[src/rtl/alu_sched_pkg.sv]
// Shared types and constants for the ALU scheduler: FSM state encoding,
// ALU input-select codes and one-hot op bit positions.
package alu_sched_pkg;

  typedef enum logic [2:0] {
    OFF   = 3'd0,
    IDLE  = 3'd1,
    ISSUE = 3'd2,
    WAIT  = 3'd3,
    RESP  = 3'd4,
    ERR   = 3'd5
  } stateT;

  localparam logic [2:0] ALU_PERSIST = 3'b100;
  localparam logic [2:0] ALU_LOAD    = 3'b010;
  localparam logic [2:0] ALU_CLEAR   = 3'b001;

  localparam int OP_AND  = 0;
  localparam int OP_OR   = 1;
  localparam int OP_NOT  = 2;
  localparam int OP_XOR  = 3;
  localparam int OP_ADD  = 4;
  localparam int OP_SUB  = 5;
  localparam int OP_MULT = 6;

  function automatic logic isOneHot(input logic [6:0] op);
    return (op != 7'd0) && ((op & (op - 7'd1)) == 7'd0);
  endfunction

endpackage

[src/rtl/alu_scheduler_rr_arb2.sv]
// Two-way round-robin arbiter; the last-grant pointer moves only on an
// accepted request so an unserved requester keeps its turn.
module rr_arb2 (
  input  logic       clk,
  input  logic       rst,
  input  logic [1:0] req,
  input  logic       en,
  output logic [1:0] grant,
  output logic       grantId,
  output logic       handshake
);

  logic lastGrant;

  always_comb begin
    grant   = 2'b00;
    grantId = 1'b0;
    if (req[0] && req[1]) grantId = ~lastGrant;
    else                  grantId = req[1];
    if (en && (req != 2'b00)) grant = grantId ? 2'b10 : 2'b01;
  end

  assign handshake = |(grant & req);

  always_ff @(posedge clk or posedge rst) begin
    if (rst)            lastGrant <= 1'b1;
    else if (handshake) lastGrant <= grantId;
  end

endmodule

[src/rtl/alu_scheduler.sv]
// Two-requester scheduler for an external multi-cycle ALU.
// Optional overflow trap: define ALU_SCHED_OVF_TRAP_EN.
//
// state | meaning
// OFF   | disabled, waiting for on
// IDLE  | arbitrating requesters
// ISSUE | first cycle of operand load into the ALU
// WAIT  | ALU_LAT cycles, down-counter to terminal count 0
// RESP  | response valid, waiting for rsp_ready
// ERR   | one-cycle overflow trap
module alu_scheduler
  import alu_sched_pkg::*;
#(
  parameter int WIDTH   = 8,
  parameter int ALU_LAT = 1
) (
  input  logic             clk,
  input  logic             rst,
  input  logic             on,
  input  logic             req0_valid,
  output logic             req0_ready,
  input  logic [WIDTH-1:0] req0_a,
  input  logic [WIDTH-1:0] req0_b,
  input  logic [6:0]       req0_op,
  input  logic             req1_valid,
  output logic             req1_ready,
  input  logic [WIDTH-1:0] req1_a,
  input  logic [WIDTH-1:0] req1_b,
  input  logic [6:0]       req1_op,
  output logic             rsp_valid,
  input  logic             rsp_ready,
  output logic             rsp_id,
  output logic [WIDTH-1:0] rsp_data,
  output logic             rsp_ovf,
  output logic             rsp_ill,
  output logic [2:0]       alu_in_sel,
  output logic [WIDTH-1:0] alu_num1,
  output logic [WIDTH-1:0] alu_num2,
  output logic [6:0]       alu_out_sel,
  input  logic [WIDTH-1:0] alu_result,
  input  logic             alu_ovf,
  output logic [2:0]       state,
  output logic [7:0]       err_cnt
);

  stateT            stateQ, stateNext;
  logic [2:0]       cnt;
  logic [WIDTH-1:0] aQ, bQ;
  logic [6:0]       opQ;
  logic [1:0]       grant;
  logic             grantId, hs;
  logic [WIDTH-1:0] selA, selB;
  logic [6:0]       selOp;

  rr_arb2 uArb (
    .clk       (clk),
    .rst       (rst),
    .req       ({req1_valid, req0_valid}),
    .en        (stateQ == IDLE && on),
    .grant     (grant),
    .grantId   (grantId),
    .handshake (hs)
  );

  assign req0_ready = grant[0];
  assign req1_ready = grant[1];
  assign selA       = grantId ? req1_a  : req0_a;
  assign selB       = grantId ? req1_b  : req0_b;
  assign selOp      = grantId ? req1_op : req0_op;
  assign rsp_valid  = (stateQ == RESP);
  assign state      = stateQ;

`ifdef ALU_SCHED_OVF_TRAP_EN
  localparam bit TRAP_EN = 1'b1;
  logic [7:0] errCnt;
  always_ff @(posedge clk or posedge rst) begin
    if (rst) errCnt <= 8'd0;
    else if (stateQ == RESP && rsp_ready && rsp_ovf && errCnt != 8'hFF)
      errCnt <= errCnt + 8'd1;
  end
  assign err_cnt = errCnt;
`else
  localparam bit TRAP_EN = 1'b0;
  assign err_cnt = 8'd0;
`endif

  always_comb begin
    stateNext   = stateQ;
    alu_in_sel  = ALU_CLEAR;
    alu_num1    = '0;
    alu_num2    = '0;
    alu_out_sel = 7'd0;
    case (stateQ)
      OFF:  if (on) stateNext = IDLE;
      IDLE: begin
        if (!on)    stateNext = OFF;
        else if (hs) stateNext = isOneHot(selOp) ? ISSUE : RESP;
      end
      ISSUE, WAIT: begin
        alu_in_sel  = ALU_LOAD;
        alu_num1    = aQ;
        alu_num2    = bQ;
        alu_out_sel = opQ;
        if (stateQ == ISSUE)  stateNext = WAIT;
        else if (cnt == 3'd0) stateNext = RESP;
      end
      RESP: begin
        // Illegal ops never reach the ALU, so hold it without operands.
        alu_in_sel = ALU_PERSIST;
        if (!rsp_ill) begin
          alu_num1    = aQ;
          alu_num2    = bQ;
          alu_out_sel = opQ;
        end
        if (rsp_ready) begin
          if (TRAP_EN && rsp_ovf) stateNext = ERR;
          else                    stateNext = on ? IDLE : OFF;
        end
      end
      ERR:     stateNext = on ? IDLE : OFF;
      default: stateNext = OFF;
    endcase
  end

  always_ff @(posedge clk or posedge rst) begin
    if (rst) begin
      stateQ   <= OFF;
      cnt      <= 3'd0;
      aQ       <= '0;
      bQ       <= '0;
      opQ      <= 7'd0;
      rsp_id   <= 1'b0;
      rsp_data <= '0;
      rsp_ovf  <= 1'b0;
      rsp_ill  <= 1'b0;
    end else begin
      stateQ <= stateNext;
      if (stateQ == IDLE && hs) begin
        aQ     <= selA;
        bQ     <= selB;
        opQ    <= selOp;
        rsp_id <= grantId;
        if (!isOneHot(selOp)) begin
          rsp_data <= '0;
          rsp_ovf  <= 1'b0;
          rsp_ill  <= 1'b1;
        end else begin
          rsp_ill  <= 1'b0;
        end
      end
      if (stateQ == ISSUE)                 cnt <= 3'(ALU_LAT - 1);
      else if (stateQ == WAIT && cnt != 0) cnt <= cnt - 3'd1;
      if (stateQ == WAIT && cnt == 3'd0) begin
        rsp_data <= alu_result;
        rsp_ovf  <= alu_ovf;
      end
    end
  end

endmodule

[config.mk]
export PLATFORM = sky130hd
export DESIGN_NAME = alu_scheduler
export DESIGN_NICKNAME = d
export VERILOG_FILES = /design/src/rtl/alu_sched_pkg.sv /design/src/rtl/alu_scheduler_rr_arb2.sv /design/src/rtl/alu_scheduler.sv
export SDC_FILE = /design/constraint.sdc
export NUM_CORES = 1
export LEC_CHECK = 0
export CAP_MARGIN = 20
export CORE_ASPECT_RATIO = 1.1
export CORE_MARGIN = 8
export CORE_UTILIZATION = 50
export CTS_BUF_LIST = sky130_fd_sc_hd__clkbuf_4 sky130_fd_sc_hd__clkbuf_8 sky130_fd_sc_hd__clkbuf_16
export DETAILED_ROUTE_END_ITERATION = 10
export DONT_BUFFER_PORTS = 1
export HOLD_SLACK_MARGIN = 0.03
export SYNTH_ARGS = -nofsm -noshare
export SYNTH_HDL_FRONTEND = slang
export SYNTH_SLANG_ARGS = --single-unit
[constraint.sdc]
create_clock -name clk -period 2.9 [get_ports clk]
set_input_delay 0.435 -clock clk [delete_from_list [all_inputs] [get_ports clk]]
set_output_delay 0.435 -clock clk [all_outputs]
set_load 0.02 [all_outputs]
Word level (Yosys, flattened, before mapping). Cells that the tools add are included.

Add/subtract/negate cells: 2. Equal/unequal tests: 10. Multiplexer cells: 31. Bitwise gates (word level): 3. Reduce and logical (&&, ||, !) cells: 19.

Operators by type and width (number): 8-bit two-way mux (7); 8-bit case mux with 2 select lines (2); 3-bit two-way mux (9); 3-bit case mux with 5 select lines (1); 7-bit two-way mux (2); 7-bit case mux with 2 select lines (1); 7-bit AND (1); 1-bit logical AND (7); 7-bit zero test (1); 7-bit nonzero test (1); 7-bit by 1-bit subtractor with 7-bit output (second input constant) (1); 3-bit by 2-bit equality test with 1-bit output (second input constant) (2); 3-bit equality test (second input constant) (2); 3-bit zero test (2); 1-bit two-way mux (6); 3-bit != test (second input constant) (2); 3-bit case mux with 2 select lines (1); 2-bit nonzero test (3); 2-bit two-way mux (2); 2-bit by 1-bit != test with 1-bit output (second input constant) (2); 4-bit AND reduction (1); 2-bit OR reduction (2); 3-bit by 1-bit equality test with 1-bit output (second input constant) (1); 3-bit nonzero test (1); other kinds (5) (5).

Register bits after elaboration: 41. Input port bits: 61. Output and inout port bits: 51.

Logic depth before layout (Yosys ltp). Gate-level depths: netlist of the first run.

Depth in word-level cells: 11. Depth in mapped cells: 8. Gate-level depth less buffers: 7.

Hierarchy. Synthesis of the first run repeated with hierarchy kept, for this count alone.

Cell total of the unflattened synthesis: 245. Area total of the unflattened synthesis: 2351.0 sq um.

By module, submodules not included: alu_scheduler (instances 1, cells an instance 235, area each 2272.2 sq um, seq. area each 1001.0 sq um); rr_arb2 (instances 1, cells an instance 10, area each 78.8 sq um, seq. area each 26.3 sq um).

Least setup slack after synthesis of the first run. Ideal clock, no wire load.

Kind: register to output. From: register stateQ[0] (netlist: state[0]). To: output port req0_ready. Arrival: 1849 ps. Required time: 2465 ps. Path slack: 616 ps. Stages on the path, launching flop included: 8. Buffers on the path: 4. Path through: dfrtp_1 clkbuf_2 nand4bb_1 clkbuf_1 or2_2 buf_4 clkbuf_1 nor2_1.

Word-level cells in the longest chain between the ends: 4.

Ends and longest elaborated chain: start: declaration (RTL line alu_scheduler.sv:46) `stateT stateQ, stateNext;`; start signal: assignment (RTL line alu_scheduler.sv:137) `stateQ <= stateNext;`; 3-bit by 1-bit equality test with 1-bit output (RTL line alu_scheduler.sv:59) `.en (stateQ == IDLE && on),`; 1-bit logical AND (RTL line alu_scheduler.sv:59); 1-bit logical AND (RTL line alu_scheduler_rr_arb2.sv:20) `if (en && (req != 2'b00)) grant = grantId ? 2'b10 : 2'b01;`; 2-bit two-way mux (RTL line alu_scheduler_rr_arb2.sv:20); end: declaration (RTL line alu_scheduler.sv:21) `output logic req0_ready,`.

No other way between the ends.

Final worst setup path of the first run. Ends and elaborated chain as after synthesis.

==> impl_metrics.tcl, run 1 <==
set metrics [dict create \
    status "completed" \
    synth-seq-cells 41 \
    htreeDepth 2 \
    seqCellArea_mm2 0.00103 \
    endpoint_kind "output port" \
    port_buffers 0 \
    r2r-start "state[1]" \
    rsz0062_at_grt "no" \
    ant_nets 0 \
    hold_buffers 0 \
    clk_latency_ns 0.29 \
    antenna_found_initial 0 \
    critPathSlowestCell "dfrtp_1" \
    whs_ns 0.135 \
    min_period_over_period_pct 85.8 \
    cp_max_fo 37 \
    fmax_mhz 402 \
    fill_cells 403 \
    crit_required_ns 2.47 \
    fin_area_mm2 0.00238 \
    antenna_cells 0 \
    crit_start "state[0]" \
    area_delta_synth_final_pct 4.46 \
    ctsResizeCount 0 \
    hold_viol_final 0 \
    cpPeakStageDelay_ns 0.61 \
    die_h_um 86.7 \
    crit_path_start_kind "register" \
    cts.sinks 41 \
    finalClockSkew_ns 0.00505 \
    vdd.ir_drop.worst_mv 0.395 \
    cap_violations 0 \
    synth_cell_type_count 41 \
    syn_area_mm2 0.00227 \
    initial_core_util_pct 52.3 \
    crit_arrival_ns 2.05 \
    wl_per_cell_um 19.0 \
    tns_ns 0 \
    endpoint "req0_ready" \
    powerDensity_mw_per_mm2 726 \
    grt.overflow.total 0 \
    maxSlewHeadroom_pct 55.0 \
    grt_pass1_wl_mm 9.29 \
    cts_root_buffer "clkbuf_8" \
    fp.dieW_um 80.3 \
    grt_max_degree 42 \
    worst_slew_pin_slew_ns 0.675 \
    p_leak_nw 1.09 \
    first_pass_iters 4 \
    io_pins 112 \
    placed_area_mm2 0.00229 \
    crit_chain "nand4bb_1 -> or2_2 -> nor2_1 -> buf_4" \
    min_path_type "in2async" \
    ys_seq_area_share_pct 45.2 \
    routabilityCongestion 0.908 \
    drive_above_1_share_pct 9.76 \
    grt_pass1_vias 1908 \
    route.detailed.drc 0 \
    ys_warn_count 0 \
    clk_path_buf_depth 2 \
    cts_setup_buffers 0 \
    grt.total_usage_pct 16.9 \
    core_mm2 0.00435 \
    multi_input_area_mm2 0.00112 \
    clkTransAtPathRegs_ns 0.07 \
    row_count 25 \
    synth_ff_type "dfrtp_1" \
    syn_area_per_cell_um2 9.17 \
    drt-initial-drc-count 75 \
    die_area_mm2 0.00697 \
    numCtsBuffers 5 \
    wl_mm 5.71 \
    detailed_place_hpwl_mm 4.34 \
    viasPerCell 5.81 \
    vias 1744 \
    critPathKind "reg2out" \
    setup_viol 0 \
    slew_viol_final 0 \
    synth-edff-count 0 \
    synthCells 248 \
    final_nets 308 \
    r2r_slack_ns 0.81 \
    r2r-end "state[2]" \
    synthArstFlopShare_pct 100 \
    cts_tree "built" \
    ff2ff_path_depth 4 \
    finalCriticalPeriod_ns 2.49 \
]
## cells by family (layout without fill, tap and decap cells)
family	Yosys count	count (layout)	synth area share, %
AO/OA/AOI/OAI	60	60	17.2
buffers and inverters	30	21	6.77
multiplexers	18	18	7.98
adder cells (fa/ha/maj)	5	5	2.48
flip-flops	41	41	45.2
AND/OR/NAND/NOR	93	93	20.3
other	1	8	0.165
## synth_stat cells, types with 2 or more instances
library cell / count / area [µm²]
a21o_1: 2 / 15.0
a22oi_1: 16 / 120
and2_1: 2 / 12.5
buf_2: 2 / 10.0
buf_4: 10 / 75.1
clkbuf_1: 9 / 33.8
dfrtp_1: 40 / 1000
ha_1: 2 / 25.0
inv_1: 7 / 26.3
maj3_1: 2 / 20.0
mux2i_1: 17 / 170
nand2_1: 33 / 124
nand4_1: 2 / 12.5
nor2_1: 13 / 48.8
nor2b_1: 23 / 144
nor3_1: 11 / 55.1
o21ai_0: 31 / 155
o31ai_1: 2 / 15.0
or3_1: 2 / 12.5
## metrics by stage
step / setup slack, ns / util [%] / power (mW) / cells
after floorplan: 0.616 / - / 1.28 / 255
final: 0.413 / 54.6 / 1.72 / 300
after CTS: 0.387 / 54.6 / 1.75 / 300
after global routing: 0.252 / 54.6 / 1.86 / 300
after detailed placement: 0.591 / 52.7 / 1.37 / 292
after global placement: 0.652 / 52.7 / 1.34 / 292
## sequential cells by signal, indices dropped and copies added (netlist names)
| register | cells |
|---|---|
| rsp_data | 8 |
| rsp_id | 1 |
| rsp_ill | 1 |
| rsp_ovf | 1 |
| state | 3 |
| cnt | 3 |
| opQ | 7 |
| aQ | 8 |
| uArb.lastGrant | 1 |
| bQ | 8 |
## worst max-delay path: cells and delay by family (launching register included)
kind | cells | cell delay [ns]
buffers and inverters | 1 | 0.16
DFF | 1 | 0.61
and+or+nand+nor | 3 | 0.99
## area by class of cell
| cell class | instances | share of cell area, % |
|---|---|---|
| clock buffer | 6 | 3.21 |
| clock inverter | 2 | 0.421 |
| inverter | 7 | 1.11 |
| multi-input combinational | 184 | 47.3 |
| sequential | 41 | 43.2 |
| tap | 54 | 2.84 |
| timing repair buffer | 6 | 1.90 |
## power breakdown
part	switching [mW]	internal, mW	total (mW)
Sequential	0.146	0.763	0.909
Combinational	0.260	0.189	0.449
Clock	0.190	0.176	0.366
Total	0.596	1.13	1.72
## placed cells by master (no fill, tap or decap), types with 2 or more instances in the layout
master and count:
nor3_1 11, a22oi_1 16, nand4_1 2, maj3_1 2, conb_1 8, nor2_1 13, clkbuf_8 5, a21o_1 2
and2_1 2, mux2i_1 17, buf_4 6, or3_1 2, nand2_1 33, inv_1 6, dfrtp_1 40, nor2b_1 23
clkinv_2 2, o21ai_0 31, o31ai_1 2, ha_1 2
## how the worst min path moves through the flow
stage	from	depth (start not counted)	to	slack, ns
4_1_cts	rst	2	bQ[6]	0.16
3_3_place_gp	opQ[5]	2	opQ[5]	0.46
2_1_floorplan	aQ[0]	2	aQ[0]	0.44
3_5_place_dp	aQ[2]	2	aQ[2]	0.46
6_report	rst	2	bQ[6]	0.14
5_1_grt	rst	2	state[0]	0.19
## layer usage
metal / GRT usage, % / vias to the layer above / routed length [µm]
met5: 0 / - / 0
met3: 6.83 / 10 / 597
li1: - / 834 / -
met1: 19.7 / 812 / 2270
met4: 5.96 / 0 / 110
met2: 27.2 / 88 / 2740
(Power assumes the default switching activity.)
==> run 2, diff against run 1 <==
--- a/config.mk
+++ b/config.mk
@@ -13,6 +13,7 @@
 export DETAILED_ROUTE_END_ITERATION = 10
 export DONT_BUFFER_PORTS = 1
 export HOLD_SLACK_MARGIN = 0.03
+export PLACE_DENSITY = 0.63
 export SYNTH_ARGS = -nofsm -noshare
 export SYNTH_HDL_FRONTEND = slang
 export SYNTH_SLANG_ARGS = --single-unit
==> run 2 against run 1 <==
Against the previous run:
- cell area unchanged
- die area did not move
- worst hold slack lost 0.089 ns
- global-route usage shrank 0.56 points
- first-iteration DRC count increased by 8.0%
- critical endpoint unchanged
- setup slack better by 0.019 ns
- clock power decreased by 1%
==> impl_metrics.tcl, run 2 (synthesis results as in run 1) <==
set metrics [dict create \
    status "completed" \
    grt.total_usage_pct 16.4 \
    cts.sinks 41 \
    r2r-start "state[1]" \
    routabilityCongestion 0.893 \
    hold_viol_final 0 \
    fill_cells 413 \
    wl_mm 5.63 \
    cp_max_fo 37 \
    crit_required_ns 2.47 \
    cts_tree "built" \
    tns_ns 0 \
    first_pass_iters 4 \
    antenna_cells 0 \
    crit_arrival_ns 2.03 \
    powerDensity_mw_per_mm2 724 \
    initial_core_util_pct 52.3 \
    route.detailed.drc 0 \
    mostFrequentLayoutCells "dfrtp_1 (40), nand2_1 (33), o21ai_0 (31), nor2b_1 (23), mux2i_1 (17)" \
    critPathSlowestCell "dfrtp_1" \
    slew_viol_final 0 \
    cts_setup_buffers 0 \
    crit_chain "nand4bb_1 -> or2_2 -> nor2_1 -> buf_4" \
    layoutNonFillerInstCount 299 \
    cts_root_buffer "clkbuf_8" \
    numCtsBuffers 5 \
    row_count 25 \
    wl_per_cell_um 18.8 \
    endpoint_kind "output port" \
    grt_pass1_wl_mm 9.02 \
    die_h_um 86.7 \
    io_pins 112 \
    ant_nets 0 \
    ctsResizeCount 0 \
    crit_start "state[0]" \
    vias 1732 \
    clk_latency_ns 0.29 \
    maxSlewHeadroom_pct 53.4 \
    viasPerCell 5.79 \
    die_area_mm2 0.00697 \
    antenna_found_initial 0 \
    vdd.ir_drop.worst_mv 0.386 \
    cpPeakStageDelay_ns 0.60 \
    htreeDepth 2 \
    layout_commonest_cell "dfrtp_1" \
    setup_viol 0 \
    rsz0062_at_grt "no" \
    finalCriticalPeriod_ns 2.47 \
    placed_area_mm2 0.00228 \
    detailed_place_hpwl_mm 4.31 \
    port_buffers 0 \
    core_mm2 0.00435 \
    area_delta_synth_final_pct 4.46 \
    grt_pass1_vias 1873 \
    final_nets 307 \
    clkTransAtPathRegs_ns 0.08 \
    dp.cells 291 \
    drive_above_1_share_pct 9.80 \
    p_leak_nw 1.09 \
    worst_slew_pin_slew_ns 0.695 \
    finalClockSkew_ns 0.00722 \
    crit_path_start_kind "register" \
    min_period_over_period_pct 85.1 \
    cap_violations 0 \
    grt_max_degree 38 \
    critPathKind "reg2out" \
    grt.overflow.total 0 \
    reg_top3 "aQ: 8 flops, bQ: 8 flops, rsp_data: 8 flops" \
    fin_area_mm2 0.00238 \
    clk_path_buf_depth 2 \
    min_path_type "in2async" \
    fmax_mhz 405 \
    hold_buffers 0 \
    fp.dieW_um 80.3 \
    drt-initial-drc-count 81 \
]
==> run 2: cell types whose count changed in the layout (fill, tap and decap cells not counted), sizes merged <==
cell	delta
buf	-1
==> run 2: per-stage QoR <==
stage          hold WS [ns]  total power, mW  setup slack, ns  util (%)
6_report             0.0460             1.72            0.431      54.6
2_1_floorplan         0.442             1.28            0.616         -
4_1_cts              0.0574             1.75            0.104      54.5
3_3_place_gp          0.369             1.37            0.509      52.5
3_5_place_dp          0.375             1.38            0.433      52.5
5_1_grt              0.0690             1.86            0.276      54.6
==> run 2: path summary, 6_finish.rpt <==
path,end,slack [ns],cells after the start
worst max register to register,state[2],0.79,4
worst min-delay path,bQ[1],0.05,1
min in group clk,bQ[7],0.35,2
max in group asynchronous,uArb.lastGrant,2.13,2
worst max-delay path,req0_ready,0.43,4
worst min register to register,bQ[5],0.48,2
==> run 2: report_power, final <==
group / internal [mW] / switching (mW)
clock: 0.176 / 0.185
combinational: 0.188 / 0.257
sequential: 0.763 / 0.152
total: 1.13 / 0.594
==> run 2: critical path, delay by kind of cell, from the launching register on <==
family	cells	cell delay, ns
buffers and inverters	1	0.16
DFF	1	0.60
and+or+nand+nor	3	0.97
==> run 2: per-layer routing <==
layer,vias to the layer above,share of wire [%],global-route usage [%]
li1,833,-,-
met1,822,42,19.7
met2,70,48,26.0
met3,7,9.2,6.52
met4,0,0.99,4.80
met5,-,0,0
==> run 2: final cells by class <==
type                    count  area, µm²  area share [%]
clock buffers               6       76.3            3.21
clock inverters             2       10.0           0.421
inverters                   7       26.3            1.11
multi-input cells         184       1130            47.6
flip-flops and latches     41       1030            43.2
well taps                  54       67.6            2.84
repair buffers              5       37.5            1.58
